File: config.mk
export PLATFORM = sky130hd
export DESIGN_NAME = delay_seq_ctrl_flat
export DESIGN_NICKNAME = d
export VERILOG_FILES = /design/src/rtl/delay_seq_ctrl_if.sv /design/src/rtl/delay_seq_ctrl.sv /design/src/flat_wrapper.sv
export SDC_FILE = /design/constraint.sdc
export NUM_CORES = 1
export LEC_CHECK = 0
export ABC_CLOCK_PERIOD_IN_PS = 3400
export CAP_MARGIN = 20
export CORE_MARGIN = 2
export CORE_UTILIZATION = 50
export DETAILED_ROUTE_END_ITERATION = 16
export PLACE_DENSITY = 0.78
export SLEW_MARGIN = 20
export SYNTH_ARGS = -nofsm -noshare
export SYNTH_HDL_FRONTEND = slang
export SYNTH_SLANG_ARGS = --single-unit
File: constraint.sdc
create_clock -name clk -period 3.4 [get_ports clk]
set_clock_uncertainty 0.05 [all_clocks]
set_input_delay 0.51 -clock clk [delete_from_list [all_inputs] [get_ports clk]]
set_output_delay 0.51 -clock clk [all_outputs]
set_load 0.05 [all_outputs]
File: src/rtl/delay_seq_ctrl_if.sv
// delay_seq_ctrl_if: bundles the control/config inputs and the per-stage
// enable/ready signals of the power-up sequencer into one port.
// The master modport is the sequencer side. The slave modport is the
// surrounding system (config registers plus the downstream stages).
interface delay_seq_ctrl_if #(
  parameter int NUM_STAGES  = 4,
  parameter int DELAY_WIDTH = 9,
  parameter int TO_WIDTH    = 12
);
  localparam int CW = ($clog2(NUM_STAGES) > 1) ? $clog2(NUM_STAGES) : 1;

  logic                              enable;
  logic [NUM_STAGES*DELAY_WIDTH-1:0] delay_cfg;
  logic [TO_WIDTH-1:0]               rdy_timeout;
  logic [NUM_STAGES-1:0]             stage_rdy;
  logic [NUM_STAGES-1:0]             stage_en;
  logic                              done;
  logic                              busy;
  logic                              fault;
  logic [CW-1:0]                     cur_stage;

  modport master (
    input  enable, delay_cfg, rdy_timeout, stage_rdy,
    output stage_en, done, busy, fault, cur_stage
  );

  modport slave (
    output enable, delay_cfg, rdy_timeout, stage_rdy,
    input  stage_en, done, busy, fault, cur_stage
  );
endinterface

File: src/rtl/delay_seq_ctrl.sv
// delay_seq_ctrl: brings up NUM_STAGES delay-gated resources in order.
// For each stage it waits a programmable delay, raises the stage enable,
// then waits for that stage's ready. Dropping enable tears the stages down
// from the highest stage to the lowest, one stage per cycle. If a ready
// that was already seen drops, all enables are cut and a sticky fault is
// raised.
// Build option: define DLYSEQ_TIMEOUT_EN to add a per-stage ready timeout
// (rdy_timeout cycles; 0 disables it). Without this macro, rdy_timeout is
// ignored and each stage waits for its ready indefinitely.
module delay_seq_ctrl #(
  parameter int NUM_STAGES  = 4,
  parameter int DELAY_WIDTH = 9,
  parameter int TO_WIDTH    = 12
) (
  input  logic             clk,
  input  logic             reset,
  delay_seq_ctrl_if.master sq
);
  localparam int CW    = ($clog2(NUM_STAGES) > 1) ? $clog2(NUM_STAGES) : 1;
  localparam int CFG_W = NUM_STAGES * DELAY_WIDTH;
  localparam logic [CW-1:0] LAST = CW'(NUM_STAGES - 1);

  typedef enum logic [2:0] {
    IDLE,
    WAIT_DLY,
    WAIT_RDY,
    UP,
    DOWN,
    FAULT
  } state_t;

  state_t                 state, state_nxt;
  logic [NUM_STAGES-1:0]  en_q, en_nxt;
  logic                   done_q, done_nxt;
  logic                   fault_q, fault_nxt;
  logic [CW-1:0]          cur_q, cur_nxt, cur_inc;
  logic [DELAY_WIDTH-1:0] cnt_q, cnt_nxt;
  logic [CFG_W-1:0]       dly_q, dly_nxt;
  logic                   lost_rdy;
  logic                   timeout_hit;
  logic                   cleared;

`ifdef DLYSEQ_TIMEOUT_EN
  logic [TO_WIDTH-1:0]    to_cnt_q, to_cnt_nxt;
  logic [TO_WIDTH-1:0]    to_lim_q, to_lim_nxt;

  // Ready timeout fires on the cycle the counter reaches the limit minus one
  always_comb begin
    timeout_hit = (state == WAIT_RDY) && (to_lim_q != '0) &&
                  !sq.stage_rdy[cur_q] &&
                  (to_cnt_q == (to_lim_q - TO_WIDTH'(1)));
  end
`else
  logic unused_timeout;
  assign unused_timeout = ^sq.rdy_timeout;
  assign timeout_hit    = 1'b0;
`endif

  assign cur_inc = cur_q + CW'(1);

  // A stage counts as lost when its enable is high, its ready has already been seen, and the ready is now low
  always_comb begin
    lost_rdy = 1'b0;
    if ((state == WAIT_DLY) || (state == WAIT_RDY) || (state == UP)) begin
      for (int j = 0; j < NUM_STAGES; j++) begin
        if (en_q[j] && !sq.stage_rdy[j] && ((state == UP) || (j < int'(cur_q))))
          lost_rdy = 1'b1;
      end
    end
  end

  // Next-state and next-output logic: a fault wins over enable-low, which wins over normal progression
  always_comb begin
    state_nxt = state;
    en_nxt    = en_q;
    done_nxt  = done_q;
    fault_nxt = fault_q;
    cur_nxt   = cur_q;
    cnt_nxt   = cnt_q;
    dly_nxt   = dly_q;
    cleared   = 1'b0;
`ifdef DLYSEQ_TIMEOUT_EN
    to_cnt_nxt = to_cnt_q;
    to_lim_nxt = to_lim_q;
`endif

    case (state)
      IDLE: begin
        if (sq.enable) begin
          state_nxt = WAIT_DLY;
          cur_nxt   = '0;
          cnt_nxt   = sq.delay_cfg[DELAY_WIDTH-1:0];
          dly_nxt   = sq.delay_cfg;
`ifdef DLYSEQ_TIMEOUT_EN
          to_lim_nxt = sq.rdy_timeout;
          to_cnt_nxt = '0;
`endif
        end
      end

      WAIT_DLY, WAIT_RDY, UP: begin
        if (lost_rdy || timeout_hit) begin
          state_nxt = FAULT;
          en_nxt    = '0;
          done_nxt  = 1'b0;
          fault_nxt = 1'b1;
        end else if (!sq.enable) begin
          state_nxt = DOWN;
          done_nxt  = 1'b0;
        end else if (state == WAIT_DLY) begin
          if (cnt_q != '0) begin
            cnt_nxt = cnt_q - DELAY_WIDTH'(1);
          end else begin
            en_nxt[cur_q] = 1'b1;
            state_nxt     = WAIT_RDY;
`ifdef DLYSEQ_TIMEOUT_EN
            to_cnt_nxt = '0;
`endif
          end
        end else if (state == WAIT_RDY) begin
          if (sq.stage_rdy[cur_q]) begin
            if (cur_q == LAST) begin
              done_nxt  = 1'b1;
              state_nxt = UP;
            end else begin
              cur_nxt   = cur_inc;
              cnt_nxt   = dly_q[int'(cur_inc)*DELAY_WIDTH +: DELAY_WIDTH];
              state_nxt = WAIT_DLY;
            end
          end
`ifdef DLYSEQ_TIMEOUT_EN
          if (!sq.stage_rdy[cur_q] && (to_lim_q != '0) && (to_cnt_q != '1))
            to_cnt_nxt = to_cnt_q + TO_WIDTH'(1);
`endif
        end
      end

      DOWN: begin
        if (en_q == '0) begin
          state_nxt = IDLE;
        end else begin
          for (int j = NUM_STAGES - 1; j >= 0; j--) begin
            if (en_q[j] && !cleared) begin
              en_nxt[j] = 1'b0;
              cleared   = 1'b1;
            end
          end
        end
      end

      FAULT: begin
        en_nxt    = '0;
        done_nxt  = 1'b0;
        fault_nxt = 1'b1;
        if (!sq.enable) begin
          state_nxt = IDLE;
          fault_nxt = 1'b0;
          cur_nxt   = '0;
        end
      end

      default: begin
        state_nxt = IDLE;
      end
    endcase
  end

  // State and output registers, cleared asynchronously by reset
  always_ff @(posedge clk or posedge reset) begin
    if (reset) begin
      state   <= IDLE;
      en_q    <= '0;
      done_q  <= 1'b0;
      fault_q <= 1'b0;
      cur_q   <= '0;
      cnt_q   <= '0;
      dly_q   <= '0;
`ifdef DLYSEQ_TIMEOUT_EN
      to_cnt_q <= '0;
      to_lim_q <= '0;
`endif
    end else begin
      state   <= state_nxt;
      en_q    <= en_nxt;
      done_q  <= done_nxt;
      fault_q <= fault_nxt;
      cur_q   <= cur_nxt;
      cnt_q   <= cnt_nxt;
      dly_q   <= dly_nxt;
`ifdef DLYSEQ_TIMEOUT_EN
      to_cnt_q <= to_cnt_nxt;
      to_lim_q <= to_lim_nxt;
`endif
    end
  end

  assign sq.stage_en  = en_q;
  assign sq.done      = done_q;
  assign sq.fault     = fault_q;
  assign sq.cur_stage = cur_q;
  assign sq.busy      = (state != IDLE);
endmodule

File: src/flat_wrapper.sv
// flat-port wrapper written by rule: the top's interface ports become plain ports
module delay_seq_ctrl_flat 
#(
  parameter int NUM_STAGES  = 4,
  parameter int DELAY_WIDTH = 9,
  parameter int TO_WIDTH    = 12
)
  (clk, reset, sq_enable, sq_delay_cfg, sq_rdy_timeout, sq_stage_rdy, sq_stage_en, sq_done, sq_busy, sq_fault, sq_cur_stage);
  delay_seq_ctrl_if #(.NUM_STAGES(NUM_STAGES), .DELAY_WIDTH(DELAY_WIDTH), .TO_WIDTH(TO_WIDTH)) sq_i ();
  input  logic clk;
  input  logic reset;
  input wire logic [$bits(sq_i.enable)-1:0] sq_enable;
  input wire logic [$bits(sq_i.delay_cfg)-1:0] sq_delay_cfg;
  input wire logic [$bits(sq_i.rdy_timeout)-1:0] sq_rdy_timeout;
  input wire logic [$bits(sq_i.stage_rdy)-1:0] sq_stage_rdy;
  output wire logic [$bits(sq_i.stage_en)-1:0] sq_stage_en;
  output wire logic [$bits(sq_i.done)-1:0] sq_done;
  output wire logic [$bits(sq_i.busy)-1:0] sq_busy;
  output wire logic [$bits(sq_i.fault)-1:0] sq_fault;
  output wire logic [$bits(sq_i.cur_stage)-1:0] sq_cur_stage;
  assign sq_i.enable = sq_enable;
  assign sq_i.delay_cfg = sq_delay_cfg;
  assign sq_i.rdy_timeout = sq_rdy_timeout;
  assign sq_i.stage_rdy = sq_stage_rdy;
  assign sq_stage_en = sq_i.stage_en;
  assign sq_done = sq_i.done;
  assign sq_busy = sq_i.busy;
  assign sq_fault = sq_i.fault;
  assign sq_cur_stage = sq_i.cur_stage;
  delay_seq_ctrl #(.NUM_STAGES(NUM_STAGES), .DELAY_WIDTH(DELAY_WIDTH), .TO_WIDTH(TO_WIDTH)) u_core (.clk(clk), .reset(reset), .sq(sq_i));
endmodule
==> metrics.sh <==
INITIAL_CORE_UTIL_PCT=52.0
POST-ROUTE-DRC-COUNT=0
ROUTED-VIA-COUNT=2283
YS_DOMINANT_REG_CELL='dfrtp_1'
ANTENNA_CELLS=0
CTS_NUM_SINKS=56
FILLER_CELL_COUNT=469
FINAL_MAX_SLEW_VIOL_COUNT=0
PORTBUFFERS=51
IO-PIN-COUNT=64
SYNTHADDERAREAFRAC_PCT=2.43
SETUP_VIOLATORS_FINAL=0
TIGHTEST_SLEW_PS=786
YOSYS_WARNING_TOTAL=0
TNS_PS=0
SYNTH_COMPOUND_GATE_AREA_SHARE_PCT=11.3
CTS_SETUP_BUFFERS=0
DP_HPWL_UM=4930
FIN_NETS=374
SHARE_OF_CELLS_ABOVE_DRIVE_STRENGTH_1_PCT=25.2
FINAL_HOLD_VIOL_COUNT=0
SYNTH_TOP_FAMILY_BY_AREA='multiplexers'
WORST_SETUP_PATH_END_KIND='primary output'
DIE_X_UM=82.7
HOLD_CLASS='input port to asynchronous set/reset pin'
POSTSYNTHREGISTERBITS=56
DRTANTENNAVIOLNETS=0
DRT_WL_TOTAL_UM=6740
GRT_PASS1_WL_UM=11400
WORST-SETUP-PATH-TYPE='flip-flop to primary output'
CRIT_PATH_TOP_DELAY_CELL='clkdlybuf4s50_1'
POSTPLACECELLAREA_UM2=3700
PLACE.DETAILED.INSTANCES=381
PLACE.GP.CONGESTION=0.889
MAX_CAP_VIOLATIONS=0
CTS_BUFFER_DEPTH=2
ANTENNA_FOUND_INITIAL=0
SYN_AVG_CELL_AREA_UM2=11.9
ROUTEDWLPERCELL_UM=17.3
SLEW-LIMIT-HEADROOM_PCT=47.5
STATUS='finished, final reports clean'
SYNTH_SIMPLE_GATE_AREA_SHARE_PCT=12.3
RSZ0062_AT_GRT='false'
POST-ROUTE-MIN-PERIOD_PS=2610
CP_PEAK_STAGE_DELAY_PS=700
VIA_PER_INST=5.87
CTS_RESIZED=0
YOSYSUNIQUECELLTYPES=55
DESIGN.CORE.AREA_UM2=5960
PLACEMENTROWS=28
CLOCKROOTBUFFER='clkbuf_8'
CRITPATHLAUNCHTYPE='flip-flop'
SYN_AREA_UM2=3090
GLOBALROUTE.TOTALOVERFLOW=0
DIE_AREA_UM2=6830
MAPPEDNETLISTNETS=320
LARGEST_NET_DEGREE_AT_THE_START_OF_GLOBAL_ROUTING=36
SYNTH_CELLS=259
DRT_FIRST_PASS_ITERS=4
CLOCK_TREE.HTREE_LEVEL_COUNT=2
CRITPATHBUFINV=1
CP_CELL_INSTANCES='or3_1, clkdlybuf4s50_1'
CRITICAL-PATH-TOP-DELAY-FAMILY='buffers and inverters'
FINAL_CELL_AREA_UM2=3820
FIRST_GLOBAL_VIAS=2360
WORST-PATH-MAX-FANOUT=17
CLKSLEWWORSTSETUPHOLDPATHS_PS=110
SYNTH_XOR_AREA_SHARE_PCT=1.13
WORST_SUPPLY_VOLTAGE_DROP_ON_VDD_V=0.000448
POWER_DENSITY_nW_PER_UM2=865
POWER.STATIC_LEAKAGE_nW=1.55
CTS-BUFFERS-INSERTED=5
CTS_HOLD_BUF=0
LAYOUT_WORST_PATH_CYCLE_SHARE_PCT=76.7
FINAL_NON_FILLER_CELLS=389
TIMING.CRITICAL_PATH.REQUIRED_PS=2840
FINALPOWER_mW=3.30
DRTITER0DRC=113
MAX_FREQ_MHz=384
WORST_SKEW_PAIR.LATE_LATENCY_PS=310
DIE-HEIGHT_UM=82.7
SYNTH_MUX_AREA_SHARE_PCT=24.4
TRITONCTS='done'
CRITPATHARRIVALTIME_PS=2050
COUNT_OF_FLIP_FLOPS_WITH_A_BUILT_IN_ENABLE_AFTER_SYNTHESIS=0
SYNTHTOLAYOUTAREAGROWTH_PCT=23.3
ASYNCSETRESETFLOPFRACSYNTH_PCT=100
SYNTH-SEQ-AREA-SHARE_PCT=45.3
TRACK_USAGE_PCT=22.1
==> metrics by stage <==
stage               util (%)  worst slack (ps)  hold WS (ps)
CTS                     64.1               784           453
finish                  64.1               794           453
global route            64.1               695           479
floorplan                  -               524           425
detailed placement      62.1               762           444
global placement        62.1               842           433
==> worst reg2reg max path: cells and delay by family, from the launching register on <==
kind	cells	cell delay, ps
buffers and inverters	2	310
and+or+nand+nor	2	590
adders and majority gates	1	230
DFF	1	500
AOI/OAI and AO/OA	2	410
muxes	1	270
==> synth_stat cells, types with 2 or more instances <==
library cell,number,area [µm²]
inv_1,10,37.5
a2bb2oi_1,2,17.5
o21ai_0,9,45.0
buf_2,7,35.0
ha_1,6,75.1
a22o_1,2,17.5
dfrtp_1,56,1400
a21boi_0,2,15.0
nor2_1,8,30.0
o211ai_1,3,22.5
nor4_1,2,12.5
nand2_1,17,63.8
nor3b_1,3,22.5
or3_1,3,18.8
a21oi_1,10,50.1
a31oi_1,3,18.8
mux2_2,44,495
nor3_1,5,25.0
and3_1,2,12.5
nand4_1,2,12.5
mux2i_1,3,30.0
nand2b_1,6,37.5
a22oi_1,3,22.5
o22ai_1,3,18.8
clkbuf_1,4,15.0
xnor2_1,3,26.3
nor2b_1,4,25.0
nand3_1,2,10.0
mux4_2,9,203
==> final cells by class <==
cell class	count	area, µm²	share of cell area, %
clock inverter	3	50.0	1.31
multi-input combinational	181	1590	41.8
sequential	56	1400	36.7
clock buffer	5	68.8	1.80
inverter	10	37.5	0.984
timing repair buffer	59	571	15.0
tap	75	93.8	2.46
==> layer usage <==
metal	wire length [µm]	share of wire, %	vias to the layer above	global-route usage (%)
li1	-	-	1070	-
met1	2970	44	1129	29.3
met2	3390	50	75	37.7
met3	295	4.4	9	3.70
met4	75	1.1	0	6.07
met5	0	0	-	0
==> state kept, by name (all words and copies together) (netlist names) <==
| name | cells |
|---|---|
| u_core.sq.fault | 1 |
| u_core.sq.stage_en | 4 |
| u_core.sq.done | 1 |
| u_core.sq.cur_stage | 2 |
| u_core.dly_q | 36 |
| u_core.cnt_q | 9 |
| u_core.state | 3 |
==> kinds of logic (layout without fill, tap and decap cells) <==
logic type                 after synthesis  count (layout)
AOI/OAI and AO/OA                       49              49
buffers and inverters                   22              77
and+or+nand+nor                         65              65
xor gates and xnor gates                 4               4
muxes                                   57              57
adders and majority gates                6               6
DFF                                     56              56
==> power by group <==
part / internal [mW] / switching (mW) / leakage [nW] / total (mW)
clock: 0.228 / 0.236 / 0.0607 / 0.464
sequential: 0.983 / 0.286 / 0.673 / 1.27
combinational: 0.833 / 0.735 / 0.818 / 1.57
total: 2.04 / 1.26 / 1.55 / 3.30
==> worst paths after layout <==
check | from | endpoint | slack [ps] | cells past startpoint
setup / recovery | u_core.state[2]$_DFFE_PP0P_ | sq_busy | 790 | 2
hold / removal | reset | u_core.dly_q[8]$_DFFE_PP0P_ | 450 | 2
setup reg to reg | u_core.sq.cur_stage[0]$_DFFE_PP0P_ | u_core.cnt_q[7]$_DFFE_PP0P_ | 920 | 8
hold reg to reg | u_core.dly_q[34]$_DFFE_PP0P_ | u_core.dly_q[34]$_DFFE_PP0P_ | 470 | 1
max in group asynchronous | reset | u_core.dly_q[21]$_DFFE_PP0P_ | 2030 | 3
min in group clk | u_core.dly_q[34]$_DFFE_PP0P_ | u_core.dly_q[34]$_DFFE_PP0P_ | 470 | 1
==> placed cells by master (no fill, tap or decap), types with 3 or more instances in the layout <==
cell type	n
buf_4	8
nor3_1	5
a31oi_1	3
o211ai_1	3
inv_1	9
nor2_1	8
a21oi_1	10
clkdlybuf4s50_1	51
clkbuf_8	5
nor3b_1	3
nor2b_1	4
mux4_2	9
o22ai_1	3
mux2_2	44
o21ai_0	9
nand2b_1	6
nand2_1	17
ha_1	6
xnor2_1	3
or3_1	3
a22oi_1	3
dfrtp_1	56
mux2i_1	3
(Power assumes the default switching activity.)
